[config.mk]
export PLATFORM = sky130hd
export DESIGN_NAME = da_shift_accumulator_mc
export DESIGN_NICKNAME = d
export VERILOG_FILES = /design/src/rtl/da_shift_accumulator_mc.sv
export SDC_FILE = /design/constraint.sdc
export NUM_CORES = 1
export LEC_CHECK = 0
export ABC_AREA = 1
export CORE_MARGIN = 10
export CORE_UTILIZATION = 40
export CTS_CLUSTER_SIZE = 30
export DETAILED_ROUTE_END_ITERATION = 6
export GPL_TIMING_DRIVEN = 0
export PLACE_DENSITY_LB_ADDON = 0.05
export SLEW_MARGIN = 20
export SYNTH_ARGS = -nofsm -noshare
export SYNTH_HDL_FRONTEND = slang
export SYNTH_SLANG_ARGS = --single-unit
[constraint.sdc]
create_clock -name sclk -period 4.2 [get_ports sclk]
set_input_delay 0.84 -clock sclk [delete_from_list [all_inputs] [get_ports sclk]]
set_output_delay 0.84 -clock sclk [all_outputs]
set_load 0.03 [all_outputs]
[src/rtl/da_shift_accumulator_mc.sv]
// Multi-channel serial (LSB-first) shift-accumulator for the distributed-arithmetic filter datapath.
// Optional build macro DA_ACC_SAT_EN: clamp add/subtract to the signed DATA_W range instead of wrapping.
module da_shift_accumulator_mc #(
  parameter int DATA_W   = 40,
  parameter int IN_W     = 16,
  parameter int ALIGN    = 16,
  parameter int NBITS    = 16,
  parameter int CHANNELS = 2,
  parameter int CH_W     = (CHANNELS > 1) ? $clog2(CHANNELS) : 1
) (
  input  logic                sclk,
  input  logic                reset,
  input  logic                start,
  input  logic [CH_W-1:0]     start_ch,
  input  logic                in_valid,
  input  logic [CH_W-1:0]     in_ch,
  input  logic [IN_W-1:0]     in_data,
  output logic [CHANNELS-1:0] busy,
  output logic                out_valid,
  output logic [CH_W-1:0]     out_ch,
  output logic [DATA_W-1:0]   out_data
);

  localparam int CNT_W = $clog2(NBITS);
  localparam int EXT_W = DATA_W - IN_W - ALIGN;
  localparam logic [CNT_W-1:0] LAST_CNT = CNT_W'(NBITS - 1);
`ifdef DA_ACC_SAT_EN
  localparam logic [DATA_W-1:0] MAX_VAL = {1'b0, {(DATA_W-1){1'b1}}};
  localparam logic [DATA_W-1:0] MIN_VAL = {1'b1, {(DATA_W-1){1'b0}}};
`endif

  typedef enum logic {IDLE, ACCUM} state_t;

  // Partial sum placed at its bit weight, sign-extended to the full accumulator.
  logic [DATA_W-1:0] addend;
  assign addend = {{EXT_W{in_data[IN_W-1]}}, in_data, {ALIGN{1'b0}}};

  // Input carries one guard bit; disagreement between the top two bits means overflow.
  function automatic logic [DATA_W-1:0] clamp(input logic [DATA_W:0] wide);
`ifdef DA_ACC_SAT_EN
    if (wide[DATA_W] != wide[DATA_W-1])
      return wide[DATA_W] ? MIN_VAL : MAX_VAL;
`endif
    return wide[DATA_W-1:0];
  endfunction

  logic [CHANNELS-1:0] done_vec;
  logic [DATA_W-1:0]   final_acc [CHANNELS];
  logic [DATA_W-1:0]   result_sel;

  genvar gi;
  generate
    for (gi = 0; gi < CHANNELS; gi++) begin : g_ch
      state_t            state_reg, state_next;
      logic [DATA_W-1:0] acc_reg, acc_next, sum_val, diff_val;
      logic [CNT_W-1:0]  cnt_reg, cnt_next;
      logic              hit_start, hit_beat, done;

      // A start aimed at this channel shadows a same-cycle beat for it.
      assign hit_start = start && (start_ch == CH_W'(gi));
      assign hit_beat  = in_valid && (in_ch == CH_W'(gi)) && !hit_start && (state_reg == ACCUM);

      assign sum_val  = clamp({acc_reg[DATA_W-1], acc_reg} + {addend[DATA_W-1], addend});
      assign diff_val = clamp({acc_reg[DATA_W-1], acc_reg} - {addend[DATA_W-1], addend});

      always_comb begin
        state_next = state_reg;
        acc_next   = acc_reg;
        cnt_next   = cnt_reg;
        done       = 1'b0;
        if (hit_start) begin
          state_next = ACCUM;
          acc_next   = '0;
          cnt_next   = '0;
        end else if (hit_beat) begin
          if (cnt_reg == LAST_CNT) begin
            state_next = IDLE;
            acc_next   = diff_val;
            done       = 1'b1;
          end else begin
            acc_next = {sum_val[DATA_W-1], sum_val[DATA_W-1:1]};
            cnt_next = cnt_reg + CNT_W'(1);
          end
        end
      end

      always_ff @(negedge sclk) begin
        if (reset) begin
          state_reg <= IDLE;
          acc_reg   <= '0;
          cnt_reg   <= '0;
        end else begin
          state_reg <= state_next;
          acc_reg   <= acc_next;
          cnt_reg   <= cnt_next;
        end
      end

      assign done_vec[gi]  = done;
      assign final_acc[gi] = diff_val;
      assign busy[gi]      = (state_reg == ACCUM);
    end
  endgenerate

  // At most one channel finishes per cycle (one beat per cycle), so OR-merging is safe.
  always_comb begin
    result_sel = '0;
    for (int c = 0; c < CHANNELS; c++)
      if (done_vec[c]) result_sel = result_sel | final_acc[c];
  end

  always_ff @(negedge sclk) begin
    if (reset) begin
      out_valid <= 1'b0;
      out_ch    <= '0;
      out_data  <= '0;
    end else begin
      out_valid <= |done_vec;
      if (|done_vec) begin
        out_ch   <= in_ch;
        out_data <= result_sel;
      end
    end
  end

endmodule
==> summary.txt <==
Setup path
  – CP Data Required Time: 2460 ps
  – Internal reg-to-reg setup slack: 1920 ps
  – Worst r2r src: g_ch[1].acc_reg[17]$_SDFFE_NP0P_
  – Kind of launch point of the worst setup path: primary input
  – Top fanout value on the critical path: 8
  – Worst setup EP type: flop
  – Crit Path Class: primary input to flop
  – Cell count of the worst reg-to-reg path: 12
  – End of the worst register-to-register path: g_ch[1].acc_reg[35]$_SDFFE_NP0P_
  – Endpoint arrival time on the critical path: 2720 ps

Placed design
  – Cell area after placement: about 13000 sq um
  – Pre-CTS setup slack: -2250 ps
  – Count of port buffers added during placement: 65
  – Placer congestion estimate: between 0.9 and 1
  – DP HPWL: between 40000 and 50000 um

Clock tree
  – Hold-fix buffers, CTS: 0
  – Number of buffers between clock root and the deepest sink: 2
  – Number of levels the H-tree was split into: 4
  – Insertion delay to the later sink of the worst-skew pair: 480 ps
  – Buffer type at the clock tree root: clkbuf_16
  – Sinks on the clock net: 132
  – Clock tree from TritonCTS: done
  – Number of clock buffers inserted by TritonCTS: 17
  – Worst-path clk slew: about 30 ps

Layout
  – Area growth from synthesis to layout: 56.8%
  – Flip-flop count of the largest register after layout: 80
  – Layout cells sized above 1: 0.378
  – Final design area excluding fillers: roughly 19000 sq um
  – Antenna cell count: 0
  – Nets: 2499
  – Number of fillers in the final layout: 2777
  – Most common library cell in the layout ignoring fill and taps: nand2_1
  – Leading cell types in the layout, fill and taps excluded: nand2_1 (409), inv_1 (402), nand2_2 (167), nor2_1 (131), dfxtp_1 (131)

STA
  – Endpoints failing hold: 0
  – # setup viols final: 48
  – Worst-case hold slack: 456 ps
  – Final max-slew violation count: 0
  – Clock Skews: 26.1 ps
  – Minimum setup slack in the final design: -254 ps
  – Actual transition at the worst max-transition pin: around 870 ps
  – Headroom to the max-slew limit: 0.419
  – RSZ-0062 raised after global routing: true

Floorplan
  – Die Wd: 193 um
  – Site row count: 63
  – Area inside the core boundary: 29600 sq um
  – I/O pin total: 66
  – Overall die height: 193 um
  – Overall die area: 37100 sq um
  – Effective utilization at floorplan: 0.403

Synth
  – Prevailing post-synth register cell: dfxtp_1
  – Average cell area after synthesis: 5.84 sq um
  – Post-synthesis cell type count: 52
  – Number of register bits inferred by synthesis: 132
  – Nets in the synthesized netlist: 2161
  – Yosys warnings: 0
  – Mapped Area: 11900 sq um
  – Post-synthesis sequential area ratio: 0.222
  – Post-Synthesis Cells: 2041
  – Number of flops mapped to enable cells by yosys: 0
  – Async S/R FF share, synth: 0

GRT
  – Total global-route track usage: 0.290
  – Remaining global-route overflow: 0
  – Pin count of the biggest net entering global routing: 19
  – Global-route wire length before repair: 81600 um
  – Via count of the first global-routing pass: 14555
  – Number of antenna violations at the first check in global routing: 0

Route
  – Average via count per standard cell: roughly 5.3
  – Final WL: 55300 um
  – First-iteration detailed-routing DRC count: 1007
  – Post-detailed-route DRC marker count: 0
  – Detailed-router iteration count before antenna repair: 5
  – Final antenna-violating net count: 0
  – Total number of vias: approximately 15000
  – Routed len/inst: 19.9 um

Worst hold path
  – Hold/Removal Path Class: flop to flop
  – Hold path endpoint: g_ch[1].acc_reg[0]$_SDFFE_NP0P_
  – Min-Delay Startpoint: g_ch[1].acc_reg[0]$_SDFFE_NP0P_
  – Hold path depth: 2

Outcome
  – Violations in the final reports: negative setup slack
  – Run status: finished with violations

Power and ir drop
  – Peak supply drop: roughly 300 uV
  – Power density over cell area: roughly 230 nW/um^2
  – Static leakage: 0.00957 uW

Job
  – Max capacitance violation total: 0
final cells by class:
class / instances / area, sq um / area share
repair buffers: 196 / 1720 / 0.0922
clock buffers: 17 / 425 / 0.0228
flip-flops and latches: 132 / 2640 / 0.141
well taps: 390 / 488 / 0.0261
inverters: 361 / 1450 / 0.0778
multi-input cells: 1473 / 10600 / 0.568
plain buffers: 66 / 653 / 0.0349
clock inverters: 147 / 694 / 0.0371
how the worst max path moves through the flow:
| stage | to | cells after the start | startpoint | slack [ps] |
|---|---|---|---|---|
| after floorplan | g_ch[0].acc_reg[38]$_SDFFE_NP0P_ | 15 | in_data[15] | -400 |
| after global placement | out_data[38]$_SDFFE_NP0P_ | 15 | in_data[15] | -3450 |
| after detailed placement | out_data[38]$_SDFFE_NP0P_ | 15 | in_data[15] | -2250 |
| after CTS | g_ch[0].acc_reg[38]$_SDFFE_NP0P_ | 18 | in_data[15] | -230 |
| after global routing | g_ch[0].acc_reg[37]$_SDFFE_NP0P_ | 15 | in_data[15] | -370 |
| final | out_data[38]$_SDFFE_NP0P_ | 16 | in_data[15] | -250 |
through the flow:
| step | instances | total power (uW) | utilization | TNS (ps) |
|---|---|---|---|---|
| floorplan | 2041 | 1870 | - | -12530 |
| global placement | 2496 | 2060 | 0.455 | -190030 |
| detailed placement | 2496 | 2060 | 0.455 | -157140 |
| CTS | 2742 | 4290 | 0.589 | -4660 |
| global route | 2782 | 4610 | 0.633 | -10060 |
| finish | 2782 | 4360 | 0.633 | -6340 |
cells in the mapped netlist (4+ instances only):
cell type | n | area [sq um]
dfxtp_1 | 132 | 2640
or2_2 | 5 | 31.3
a31oi_1 | 9 | 56.3
inv_1 | 339 | 1270
fa_1 | 4 | 80.1
clkbuf_1 | 22 | 82.6
a21oi_1 | 126 | 631
or2_0 | 5 | 31.3
ha_1 | 94 | 1180
o211ai_1 | 7 | 52.6
o22ai_1 | 9 | 56.3
nand2_1 | 620 | 2330
a21o_1 | 4 | 30.0
o21bai_1 | 13 | 97.6
inv_2 | 20 | 75.1
nor2_1 | 226 | 848
o21ai_0 | 68 | 340
buf_2 | 36 | 180
xor2_1 | 23 | 201
and2_1 | 5 | 31.3
nor2_2 | 9 | 56.3
buf_4 | 13 | 97.6
nand2_2 | 9 | 56.3
nand3b_1 | 4 | 30.0
a221oi_2 | 9 | 135
o21ai_1 | 7 | 35.0
nand4_1 | 24 | 150
nand3_1 | 156 | 781
nor3_1 | 12 | 60.1
kinds of logic (layout without fill, tap and decap cells):
logic type / count (synthesis) / after routing / synth area share
flip-flops: 132 / 132 / 0.222
AO/OA/AOI/OAI: 267 / 267 / 0.131
adder cells (fa/ha/maj): 98 / 98 / 0.105
buffers and inverters: 436 / 787 / 0.146
AND/OR/NAND/NOR: 1083 / 1083 / 0.377
XOR/XNOR: 25 / 25 / 0.0190
report_power, final:
part	internal, uW	switching, uW
sequential	1280	15.0
combinational	346	570
clock	989	1160
critical path: stages:
cell and delay, ps:
buf_16 80, clkinvlp_4 100, buf_8 170, ha_1 290, buf_6 150, nand2_1 100
nor2_4 160, nand3_2 100, nor2_2 110, nand2_2 100, nand3_1 90, nand2_1 100
nand3_4 130, nand3_1 70, nand2_1 60, inv_1 40
per-layer routing:
| layer | vias up | part of all wire | GRT usage |
|---|---|---|---|
| met4 | 0 | 0.066 | 0.201 |
| met3 | 199 | 0.051 | 0.0569 |
| met1 | 6882 | 0.40 | 0.329 |
| met5 | - | 0 | 0 |
| met2 | 532 | 0.48 | 0.482 |
| li1 | 7061 | - | - |
timing repair:
item,4_1_cts,5_1_grt
buffers inserted,82,47
setup endpoints to repair,176,107
resized for setup,760,283
pin swaps,185,174
cloned,4,1
(Power assumes the default switching activity.)
